File: config.mk
export PLATFORM = sky130hd
export DESIGN_NAME = fpmult_norm_round
export DESIGN_NICKNAME = d
export VERILOG_FILES = /design/src/rtl/fpmult_pkg.sv /design/src/rtl/fpmult_round_rne.sv /design/src/rtl/fpmult_norm_round.sv
export SDC_FILE = /design/constraint.sdc
export NUM_CORES = 1
export LEC_CHECK = 0
export CORE_UTILIZATION = 32
export CTS_CLUSTER_SIZE = 10
export DETAILED_ROUTE_END_ITERATION = 8
export PLACE_DENSITY_LB_ADDON = 0.1
export SYNTH_ARGS = -nofsm -noshare
export SYNTH_HDL_FRONTEND = slang
export SYNTH_SLANG_ARGS = --single-unit
export TNS_END_PERCENT = 1
File: constraint.sdc
create_clock -name clk -period 7.6 [get_ports clk]
set_input_delay 1.9 -clock clk [delete_from_list [all_inputs] [get_ports clk]]
set_output_delay 1.9 -clock clk [all_outputs]
set_load 0.01 [all_outputs]
File: src/rtl/fpmult_pkg.sv
// Shared binary32 constants, packed-float layout and exponent decode for the FP multiplier.
package fpmult_pkg;

  localparam int unsigned BIAS      = 127;
  localparam int unsigned EXP_MAX   = 255;
  localparam logic [31:0] QNAN      = 32'h7FC00000;
  localparam int unsigned MANT_W    = 23;
  localparam int unsigned PROD_W    = 48;
  localparam int unsigned EXP_INT_W = 10;

  typedef struct packed {
    logic              sign;
    logic [7:0]        exp;
    logic [MANT_W-1:0] frac;
  } float_t;

  // Ep >= 384 is a wrapped negative exponent; its signed value is Ep-512.
  function automatic logic signed [EXP_INT_W-1:0] decode_exp(input logic [8:0] ep);
    return {ep[8] & ep[7], ep};
  endfunction

endpackage

File: src/rtl/fpmult_round_rne.sv
// Round-to-nearest-even increment of a 23-bit fraction from its guard and sticky bits.
module fpmult_round_rne
  import fpmult_pkg::*;
(
  input  logic [MANT_W-1:0] i_frac,
  input  logic              i_g,
  input  logic              i_s,
  output logic [MANT_W-1:0] o_frac,
  output logic              o_carry
);

  logic w_up;

  assign w_up = i_g & (i_s | i_frac[0]);
  assign {o_carry, o_frac} = {1'b0, i_frac} + {{MANT_W{1'b0}}, w_up};

endmodule

File: src/rtl/fpmult_norm_round.sv
// Two-stage normalize / round-pack of the binary32 multiplier product behind valid/ready.
module fpmult_norm_round
  import fpmult_pkg::*;
(
  input  logic              clk,
  input  logic              rst_n,
  input  logic              in_valid,
  output logic              in_ready,
  input  logic [8:0]        Ep,
  input  logic              Sp,
  input  logic [PROD_W-1:0] Mp,
  input  logic              i_nan,
  input  logic              i_inf,
  input  logic              i_zero,
  output logic              out_valid,
  input  logic              out_ready,
  output logic [31:0]       P,
  output logic              overflow,
  output logic              underflow,
  output logic              inexact
);

  localparam logic signed [EXP_INT_W-1:0] EMax = EXP_INT_W'(EXP_MAX);

  // Stage 1 state
  logic                        r_s1_valid;
  logic signed [EXP_INT_W-1:0] r_s1_e;
  logic [MANT_W-1:0]           r_s1_frac;
  logic                        r_s1_g, r_s1_s, r_s1_sign;
  logic                        r_s1_nan, r_s1_inf, r_s1_zero;

  // Stage 2 (output) state
  logic   r_out_valid;
  float_t r_p;
  logic   r_ov, r_un, r_ix;

  logic                        w_s1_adv, w_s2_adv;
  logic signed [EXP_INT_W-1:0] w_e_dec, w_e_n;
  logic [MANT_W-1:0]           w_frac_n;
  logic                        w_g_n, w_s_n;

  logic [MANT_W-1:0]           w_frac_r;
  logic                        w_carry;
  logic signed [EXP_INT_W-1:0] w_e_r;
  float_t                      w_p_d;
  logic                        w_ov_d, w_un_d, w_ix_d;

  assign w_s2_adv = !r_out_valid || out_ready;
  assign w_s1_adv = !r_s1_valid || w_s2_adv;
  assign in_ready = w_s1_adv;

  assign w_e_dec = decode_exp(Ep);

  always_comb begin
    if (Mp[47]) begin
      w_frac_n = Mp[46:24];
      w_g_n    = Mp[23];
      w_s_n    = |Mp[22:0];
      w_e_n    = w_e_dec + 10'sd1;
    end else begin
      w_frac_n = Mp[45:23];
      w_g_n    = Mp[22];
      w_s_n    = |Mp[21:0];
      w_e_n    = w_e_dec;
    end
  end

  fpmult_round_rne u_round (
    .i_frac  (r_s1_frac),
    .i_g     (r_s1_g),
    .i_s     (r_s1_s),
    .o_frac  (w_frac_r),
    .o_carry (w_carry)
  );

  assign w_e_r = r_s1_e + $signed({{(EXP_INT_W-1){1'b0}}, w_carry});

  always_comb begin
    w_p_d  = '0;
    w_ov_d = 1'b0;
    w_un_d = 1'b0;
    w_ix_d = 1'b0;
    if (r_s1_nan) begin
      w_p_d = QNAN;
    end else if (r_s1_inf) begin
      w_p_d.sign = r_s1_sign;
      w_p_d.exp  = 8'hFF;
    end else if (r_s1_zero) begin
      w_p_d.sign = r_s1_sign;
    end else if (w_e_r >= EMax) begin
      w_p_d.sign = r_s1_sign;
      w_p_d.exp  = 8'hFF;
      w_ov_d     = 1'b1;
    end else if (w_e_r <= 10'sd0) begin
      w_p_d.sign = r_s1_sign;
      w_un_d     = 1'b1;
    end else begin
      w_p_d.sign = r_s1_sign;
      w_p_d.exp  = w_e_r[7:0];
      w_p_d.frac = w_frac_r;
      w_ix_d     = r_s1_g | r_s1_s;
    end
  end

  always_ff @(posedge clk or negedge rst_n) begin
    if (!rst_n) begin
      r_s1_valid  <= 1'b0;
      r_s1_e      <= '0;
      r_s1_frac   <= '0;
      r_s1_g      <= 1'b0;
      r_s1_s      <= 1'b0;
      r_s1_sign   <= 1'b0;
      r_s1_nan    <= 1'b0;
      r_s1_inf    <= 1'b0;
      r_s1_zero   <= 1'b0;
      r_out_valid <= 1'b0;
      r_p         <= '0;
      r_ov        <= 1'b0;
      r_un        <= 1'b0;
      r_ix        <= 1'b0;
    end else begin
      if (w_s1_adv) begin
        r_s1_valid <= in_valid;
        if (in_valid) begin
          r_s1_e    <= w_e_n;
          r_s1_frac <= w_frac_n;
          r_s1_g    <= w_g_n;
          r_s1_s    <= w_s_n;
          r_s1_sign <= Sp;
          r_s1_nan  <= i_nan;
          r_s1_inf  <= i_inf;
          r_s1_zero <= i_zero;
        end
      end
      if (w_s2_adv) begin
        r_out_valid <= r_s1_valid;
        // Result registers only change on a real beat so P stays put between beats.
        if (r_s1_valid) begin
          r_p  <= w_p_d;
          r_ov <= w_ov_d;
          r_un <= w_un_d;
          r_ix <= w_ix_d;
        end
      end
    end
  end

  assign out_valid = r_out_valid;
  assign P         = r_p;
  assign overflow  = r_ov;
  assign underflow = r_un;
  assign inexact   = r_ix;

endmodule

**Word level (Yosys, flattened, before mapping)**

Index checks and enable logic that the tools add are counted.

- Flip-flop bits (word level): 76
- Input port bits: 65
- Logic and storage cells: 58

- Add/subtract/negate cells: 3
- Magnitude comparators: 2
- Mux-type cells: 25
- Bitwise operators: 4
- Reductions and logical operators: 8

Operators by type and width:

| operator | count |
|---|---|
| 23-bit 2-to-1 mux | 3 |
| 31-bit 2-to-1 mux | 2 |
| 32-bit 2-to-1 mux | 1 |
| 23-bit by 1-bit adder with 24-bit output | 1 |
| 23-bit OR reduction | 1 |
| 22-bit OR reduction | 1 |
| 1-bit 2-to-1 mux | 16 |
| 8-bit 2-to-1 mux | 2 |
| 10-bit by 2-bit adder with 10-bit output | 1 |
| 10-bit by 2-bit adder with 10-bit output (second input constant) | 1 |
| 10-bit by 9-bit >= comparator with 1-bit output (second input constant) | 1 |
| 10-bit by 1-bit less-or-equal comparator with 1-bit output (second input constant) | 1 |
| 10-bit 2-to-1 mux | 1 |
| 2-bit AND reduction | 2 |
| 1-bit AND | 2 |
| 1-bit logical NOT | 2 |
| 1-bit logical OR | 2 |
| 1-bit OR | 2 |

**Longest topological paths before layout**

Gate-level depths: netlist of the first run.

- Depth after elaboration: 10
- Depth in mapped cells: 13
- Mapped depth without buffers: 11

**Modules after synthesis**

A second synthesis of the first run with hierarchy kept.

- Cell total of the unflattened synthesis: 456
- Area, all modules: 4380.5 um^2

By module, submodules not included:

| module | instances | cells each | area an instance (um^2) |
|---|---|---|---|
| fpmult_norm_round | 1 | 385 | 3883.7 |
| fpmult_round_rne | 1 | 71 | 496.7 |

**Worst setup path before layout of the first run**

Ideal clock, no wire load.

- Path type: in2out
- From: input port out_ready
- To: output port in_ready
- Arrival time: 2114 ps
- Slack: 3586 ps
- Stages: 1
- Buffers on the path: 0
- Cells stage by stage: nand3b_1

- Cells in the longest elaborated chain, start to end: 2

Ends and longest elaborated chain:

| item | RTL line | text |
|---|---|---|
| from (decl) | fpmult_norm_round.sv:16 | `input logic out_ready,` |
| 1-bit logical OR | fpmult_norm_round.sv:48 | `assign w_s2_adv = !r_out_valid \|\| out_ready;` |
| 1-bit logical OR | fpmult_norm_round.sv:49 | `assign w_s1_adv = !r_s1_valid \|\| w_s2_adv;` |
| to (decl) | fpmult_norm_round.sv:8 | `output logic in_ready,` |

Every way passes these cells.

**Final worst setup path of the first run**

- From: input port out_ready
- To: register r_p, in the netlist P[25]

- Cells in the longest elaborated chain, start to end: 2

Ends and longest elaborated chain:

| item | RTL line | text |
|---|---|---|
| 1-bit logical OR | fpmult_norm_round.sv:48 |  |
| 2-bit AND reduction (no source line) | - |  |
| to (signal assigned) | fpmult_norm_round.sv:139 | `r_p <= w_p_d;` |
| to (decl) | fpmult_norm_round.sv:34 | `float_t r_p;` |

Every way passes these cells.
A chain may end at the register's enable or synchronous reset.

==> results.sh, run 1 <==
export IMPL_drv_slew=0
export IMPL_arrival_ps=5320
export IMPL_coreArea_mm2=0.0126
export IMPL_timing_rr_end="P[25]$_DFFE_PN0P_"
export IMPL_synthArstFlopShare=1.00
export IMPL_final_cell_mix="clkdlybuf4s50_1, nand2_1, dfrtp_1, o21ai_0, mux2i_1"
export IMPL_timing_hold_ws_ps=464
export IMPL_min_from="P[31]$_DFFE_PN0P_"
export IMPL_status="finished clean"
export IMPL_wl_met1_um=4960
export IMPL_drive_gt1_frac=0.0986
export IMPL_clock_sinks=76
export IMPL_rsz0062_at_grt="no"
export IMPL_finalSetupViolations=0
export IMPL_cellLeakagePower_nw=2.25
export IMPL_rows=41
export IMPL_postSynthAreaPerCell_um2=10.0
export IMPL_cts_buffers=9
export IMPL_wl_met2_um=4290
export IMPL_dp_hpwl_um=7440
export IMPL_crit_path_start_kind="input port"
export IMPL_synth_distinct_cells=44
export IMPL_finalCriticalPeriod_ps=5110
export IMPL_synth_nets=480
export IMPL_syn_area_mm2=0.00413
export IMPL_fin_nets=571
export IMPL_final_common_cell="clkdlybuf4s50_1"
export IMPL_multi_input_area_mm2=0.00210
export IMPL_placed_cells=663
export IMPL_synth_edf_count=0
export IMPL_fin_skew_ps=9.56
export IMPL_wl_per_cell_um=14.8
export IMPL_via_per_inst=4.83
export IMPL_end_kind="flip-flop"
export IMPL_ff2ff_path_depth=11
export IMPL_critical_path_max_stage_delay_ps=860
export IMPL_cts_buffer_depth=2
export IMPL_cp_required_ps=7810
export IMPL_htreeDepth=3
export IMPL_post_route_drc_count=0
export IMPL_post_cts_buffers=0
export IMPL_synth_ff_type="dfrtp_1"
export IMPL_wl_met3_um=662
export IMPL_cts_root_buf="clkbuf_16"
export IMPL_yosysWarningCount=0
export IMPL_synth_cells=411
export IMPL_irDropWorstVdd_v=0.000125
export IMPL_die_area_mm2=0.0134
export IMPL_slowest_stage="nor3_1"
export IMPL_grt_antenna_before_repair=0
export IMPL_finalWeightedCongestion=0.787
export IMPL_grt_overflow_total=0
export IMPL_cp_cell_sequence="clkdlybuf4s50_1 -> nand2b_1 -> nand2_1 -> nor3_1 -> nand3_2 -> o221a_2"
export IMPL_firstDrtPassIters=4
export IMPL_drt_wl_total_um=10100
export IMPL_io_pins=102
export IMPL_ctsResizeCount=0
export IMPL_hold_depth=2
export IMPL_final_util=0.444
export IMPL_max_slew_margin_rel=0.307
export IMPL_hold_end="P[31]$_DFFE_PN0P_"
export IMPL_fmax_mhz=196
export IMPL_grt_max_degree=77
export IMPL_worstSetupPathType="input port to flip-flop"
export IMPL_ys_ff_latch=76
export IMPL_num_vias=3281
export IMPL_port_buffers=101
export IMPL_power_mw=1.26
export IMPL_initial_core_util=0.327
export IMPL_final_cells=679
export IMPL_antenna_left=0
export IMPL_tightest_slew_ps=1040
export IMPL_diodes=0
export IMPL_rrSetupSlack_ps=3340
export IMPL_fin_crit_sh=0.673
export IMPL_pwr_density_cell_mw_per_mm2=224
export IMPL_fill_cells=1250
export IMPL_hold_path_class="flip-flop to flip-flop"
export IMPL_die_y_um=116
export IMPL_cts_hold_buffers=0
export IMPL_track_usage=0.161
export IMPL_top_layer="met4"
export IMPL_seq_area_mm2=0.00190
export IMPL_rr_startpoint="r_s1_frac[9]$_DFFE_PN0P_"
export IMPL_clk_pin_slew_ps=60
export IMPL_cts_tree="built"
export IMPL_drt_iter0_drc=150
export IMPL_grt_pass1_vias=3216
export IMPL_finalHoldViolCount=0
export IMPL_insertion_delay_ps=330
export IMPL_area_growth_syn_to_layout_pct=35.7
export IMPL_synth_seq_area_share=0.461
export IMPL_crit_fanout=29
export IMPL_die_width_um=116
export IMPL_grt_pass1_wl_um=16400
export IMPL_drv_cap=0
export IMPL_setup_tns_ps=0
==> kinds of logic after synthesis <==
kind of cell | Yosys count | share of synthesized area
AND/OR/NAND/NOR | 157 | 0.185
multiplexers | 31 | 0.0764
adder cells (fa/ha/maj) | 4 | 0.0121
flip-flops | 76 | 0.461
XOR/XNOR | 37 | 0.0785
buffers and inverters | 26 | 0.0306
AO/OA/AOI/OAI | 80 | 0.156
==> power breakdown <==
| part | internal [mW] | total, mW | switching (mW) |
|---|---|---|---|
| Combinational | 0.127 | 0.248 | 0.121 |
| Sequential | 0.455 | 0.508 | 0.0531 |
| Clock | 0.338 | 0.499 | 0.161 |
| Total | 0.920 | 1.26 | 0.335 |
==> metal layers <==
layer / vias to the layer above / track usage
met2: 96 / 0.238
met5: - / 0
met4: 0 / 0.0623
met3: 12 / 0.0397
li1: 1654 / -
met1: 1519 / 0.228
==> cell usage after synthesis (all sizes together) (4+ instances only) <==
master  number  area share
nand2       78       0.071
dfrtp       76        0.46
o21ai       37       0.045
mux2i       27       0.065
o31ai       24       0.068
xor2        19       0.040
xnor2       18       0.038
nor2        15       0.014
clkbuf      14       0.013
nand4       14       0.021
nand3       12       0.016
buf          9       0.015
and3         6      0.0091
nor3         6       0.010
nor4         6      0.0091
and2         5      0.0076
o221a        5       0.014
and4         4      0.0085
ha           4       0.012
mux2         4       0.011
nand2b       4      0.0061
==> worst max-delay path: cells and delay by family <==
| family | cells | cell delay (ps) |
|---|---|---|
| buffers and inverters | 1 | 460 |
| AO/OA/AOI/OAI | 1 | 520 |
| AND/OR/NAND/NOR | 4 | 2430 |
==> worst max path at each step <==
stage | from | to | slack (ps) | depth (start not counted)
finish | out_ready | P[25]$_DFFE_PN0P_ | 2490 | 6
floorplan | out_ready | in_ready | 3590 | 1
CTS | out_ready | P[25]$_DFFE_PN0P_ | 2410 | 6
detailed placement | out_ready | P[25]$_DFFE_PN0P_ | 2070 | 6
global route | out_ready | P[25]$_DFFE_PN0P_ | 2170 | 6
global placement | out_ready | P[25]$_DFFE_PN0P_ | 2240 | 6
==> state kept, by name (all words and copies together), names as in the netlist <==
name and cells:
inexact 1, r_s1_e 10, r_s1_g 1, overflow 1, r_s1_inf 1, P 32
r_s1_s 1, r_s1_frac 23, r_s1_sign 1, r_s1_zero 1, r_s1_nan 1, out_valid 1
r_s1_valid 1, underflow 1
==> through the flow <==
stage               setup WS [ps]  cell area [um2]
floorplan                    3590             4130
global placement             2240             5250
detailed placement           2070             5250
CTS                          2410             5600
global route                 2170             5600
finish                       2490             5600
==> final cells by class <==
| type | instances | share of cell area |
|---|---|---|
| Clock inverter | 4 | 0.0170 |
| Inverter | 3 | 0.00201 |
| Timing Repair Buffer | 103 | 0.182 |
| Tap cell | 172 | 0.0384 |
| Multi-Input combinational cell | 309 | 0.375 |
| Clock buffer | 12 | 0.0458 |
| Sequential cell | 76 | 0.340 |
Power figures use the tool's default switching activity.
==> run 2, diff against run 1 <==
clock period = 4.3 ns   (was 7.6 ns; I/O delays follow)
==> results.sh, run 2 (synthesized netlist as in run 1, its figures left out) <==
export IMPL_finalWeightedCongestion=0.826
export IMPL_end_kind="flip-flop"
export IMPL_die_width_um=116
export IMPL_max_slew_margin_rel=0.368
export IMPL_arrival_ps=3900
export IMPL_rows=41
export IMPL_rrSetupSlack_ps=600
export IMPL_final_cell_mix="clkdlybuf4s50_1, nand2_1, dfrtp_1, o21ai_0, mux2i_1"
export IMPL_cp_required_ps=4500
export IMPL_finalHoldViolCount=0
export IMPL_fmax_mhz=270
export IMPL_largest_reg_flops=32
export IMPL_worstSetupPathType="flip-flop to flip-flop"
export IMPL_crit_fanout=24
export IMPL_io_pins=102
export IMPL_antenna_left=0
export IMPL_crit_path_start_kind="flip-flop"
export IMPL_drive_gt1_frac=0.100
export IMPL_fin_nets=574
export IMPL_final_common_cell="clkdlybuf4s50_1"
export IMPL_critical_path_max_stage_delay_ps=420
export IMPL_pwr_density_cell_mw_per_mm2=367
export IMPL_grt_max_degree=77
export IMPL_grt_pass1_wl_um=16400
export IMPL_cts_root_buf="clkbuf_16"
export IMPL_post_route_drc_count=0
export IMPL_grt_antenna_before_repair=0
export IMPL_grt_pass1_vias=3302
export IMPL_track_usage=0.161
export IMPL_drt_wl_total_um=9950
export IMPL_timing_rr_end="P[22]$_DFFE_PN0P_"
export IMPL_drv_cap=0
export IMPL_wl_per_cell_um=14.6
export IMPL_hold_path_class="flip-flop to flip-flop"
export IMPL_firstDrtPassIters=5
export IMPL_dp_hpwl_um=7490
export IMPL_status="finished clean"
export IMPL_cts_hold_buffers=0
export IMPL_final_util=0.439
export IMPL_diodes=0
export IMPL_slowest_stage="dfrtp_1"
export IMPL_post_cts_buffers=0
export IMPL_die_area_mm2=0.0134
export IMPL_port_buffers=101
export IMPL_drv_slew=0
export IMPL_drt_iter0_drc=115
export IMPL_die_y_um=116
export IMPL_hold_end="P[31]$_DFFE_PN0P_"
export IMPL_cellLeakagePower_nw=2.23
export IMPL_clk_pin_slew_ps=50
export IMPL_num_vias=3274
export IMPL_hold_depth=2
export IMPL_fill_cells=1262
export IMPL_cp_cell_sequence="and4_1 -> and3_1 -> nor3b_1 -> and4_1 -> ha_1 -> ha_1 -> nand3_1 -> o21a_1 -> or2_4 -> o41ai_4 -> buf_4 -> o31ai_1"
export IMPL_irDropWorstVdd_v=0.000162
export IMPL_via_per_inst=4.81
export IMPL_fin_crit_sh=0.860
export IMPL_fin_skew_ps=5.37
export IMPL_area_growth_syn_to_layout_pct=34.2
export IMPL_grt_overflow_total=0
export IMPL_insertion_delay_ps=330
export IMPL_tightest_slew_ps=947
export IMPL_cts_buffer_depth=2
export IMPL_cts_tree="built"
export IMPL_finalCriticalPeriod_ps=3700
export IMPL_rsz0062_at_grt="no"
export IMPL_finalSetupViolations=0
export IMPL_htreeDepth=3
export IMPL_min_from="P[31]$_DFFE_PN0P_"
export IMPL_setup_tns_ps=0
export IMPL_ctsResizeCount=0
export IMPL_coreArea_mm2=0.0126
export IMPL_clock_sinks=76
export IMPL_ff2ff_path_depth=12
export IMPL_initial_core_util=0.327
export IMPL_rr_startpoint="r_s1_frac[9]$_DFFE_PN0P_"
export IMPL_cts_buffers=9
## run 2: cell count changes in the layout (fill, tap and decap cells not counted), sizes merged
| cell | change |
|---|---|
| bufinv | -3 |
| clkinv | +1 |
| buf | +3 |
| clkbuf | +1 |
## run 2: how the worst max path moves through the flow
stage | startpoint | end | slack (ps) | cells after the start
floorplan | r_s1_frac[9]$_DFFE_PN0P_ | P[13]$_DFFE_PN0P_ | 920 | 13
global placement | r_s1_frac[9]$_DFFE_PN0P_ | P[22]$_DFFE_PN0P_ | 710 | 12
detailed placement | r_s1_frac[9]$_DFFE_PN0P_ | P[22]$_DFFE_PN0P_ | 610 | 12
CTS | r_s1_frac[9]$_DFFE_PN0P_ | P[22]$_DFFE_PN0P_ | 580 | 12
global route | r_s1_frac[9]$_DFFE_PN0P_ | inexact$_DFFE_PN0P_ | 320 | 12
finish | r_s1_frac[9]$_DFFE_PN0P_ | P[22]$_DFFE_PN0P_ | 600 | 12
## run 2: critical path, delay by kind of cell, from the launching register on
| kind | cells | cell delay, ps |
|---|---|---|
| adder cells (fa/ha/maj) | 2 | 470 |
| buffers and inverters | 1 | 400 |
| flip-flops | 1 | 420 |
| AO/OA/AOI/OAI | 3 | 700 |
| AND/OR/NAND/NOR | 6 | 1570 |
## run 2: area by class of cell
| cell class | instances | area (um2) | share of cell area |
|---|---|---|---|
| multi-input combinational | 309 | 2100 | 0.379 |
| sequential | 76 | 1900 | 0.343 |
| timing repair buffer | 106 | 1040 | 0.188 |
| clock buffer | 13 | 260 | 0.0470 |
| tap | 172 | 215 | 0.0388 |
| inverter | 3 | 11.3 | 0.00203 |
| clock inverter | 2 | 10.0 | 0.00181 |
## run 2: routing by layer
layer | routed length (um) | track usage
met3 | 543 | 0.0392
met2 | 4230 | 0.240
met4 | 163 | 0.0649
met1 | 5010 | 0.224
met5 | 0 | 0
## run 2: where the power goes
part / leakage [nW] / switching [mW] / total (mW) / internal (mW)
logic: 1.14 / 0.218 / 0.445 / 0.227
registers: 0.948 / 0.0923 / 0.897 / 0.805
clock network: 0.135 / 0.275 / 0.692 / 0.417
## run 2: stage by stage
step | cells | instance area [um2] | setup slack, ps | total power [mW] | hold slack (ps)
finish | 681 | 5540 | 600 | 2.03 | 464
detailed placement | 666 | 5270 | 610 | 1.36 | 460
floorplan | 411 | 4130 | 925 | 1.14 | 456
CTS | 681 | 5540 | 584 | 2.06 | 472
global placement | 666 | 5270 | 706 | 1.35 | 456
global route | 681 | 5540 | 325 | 2.15 | 482
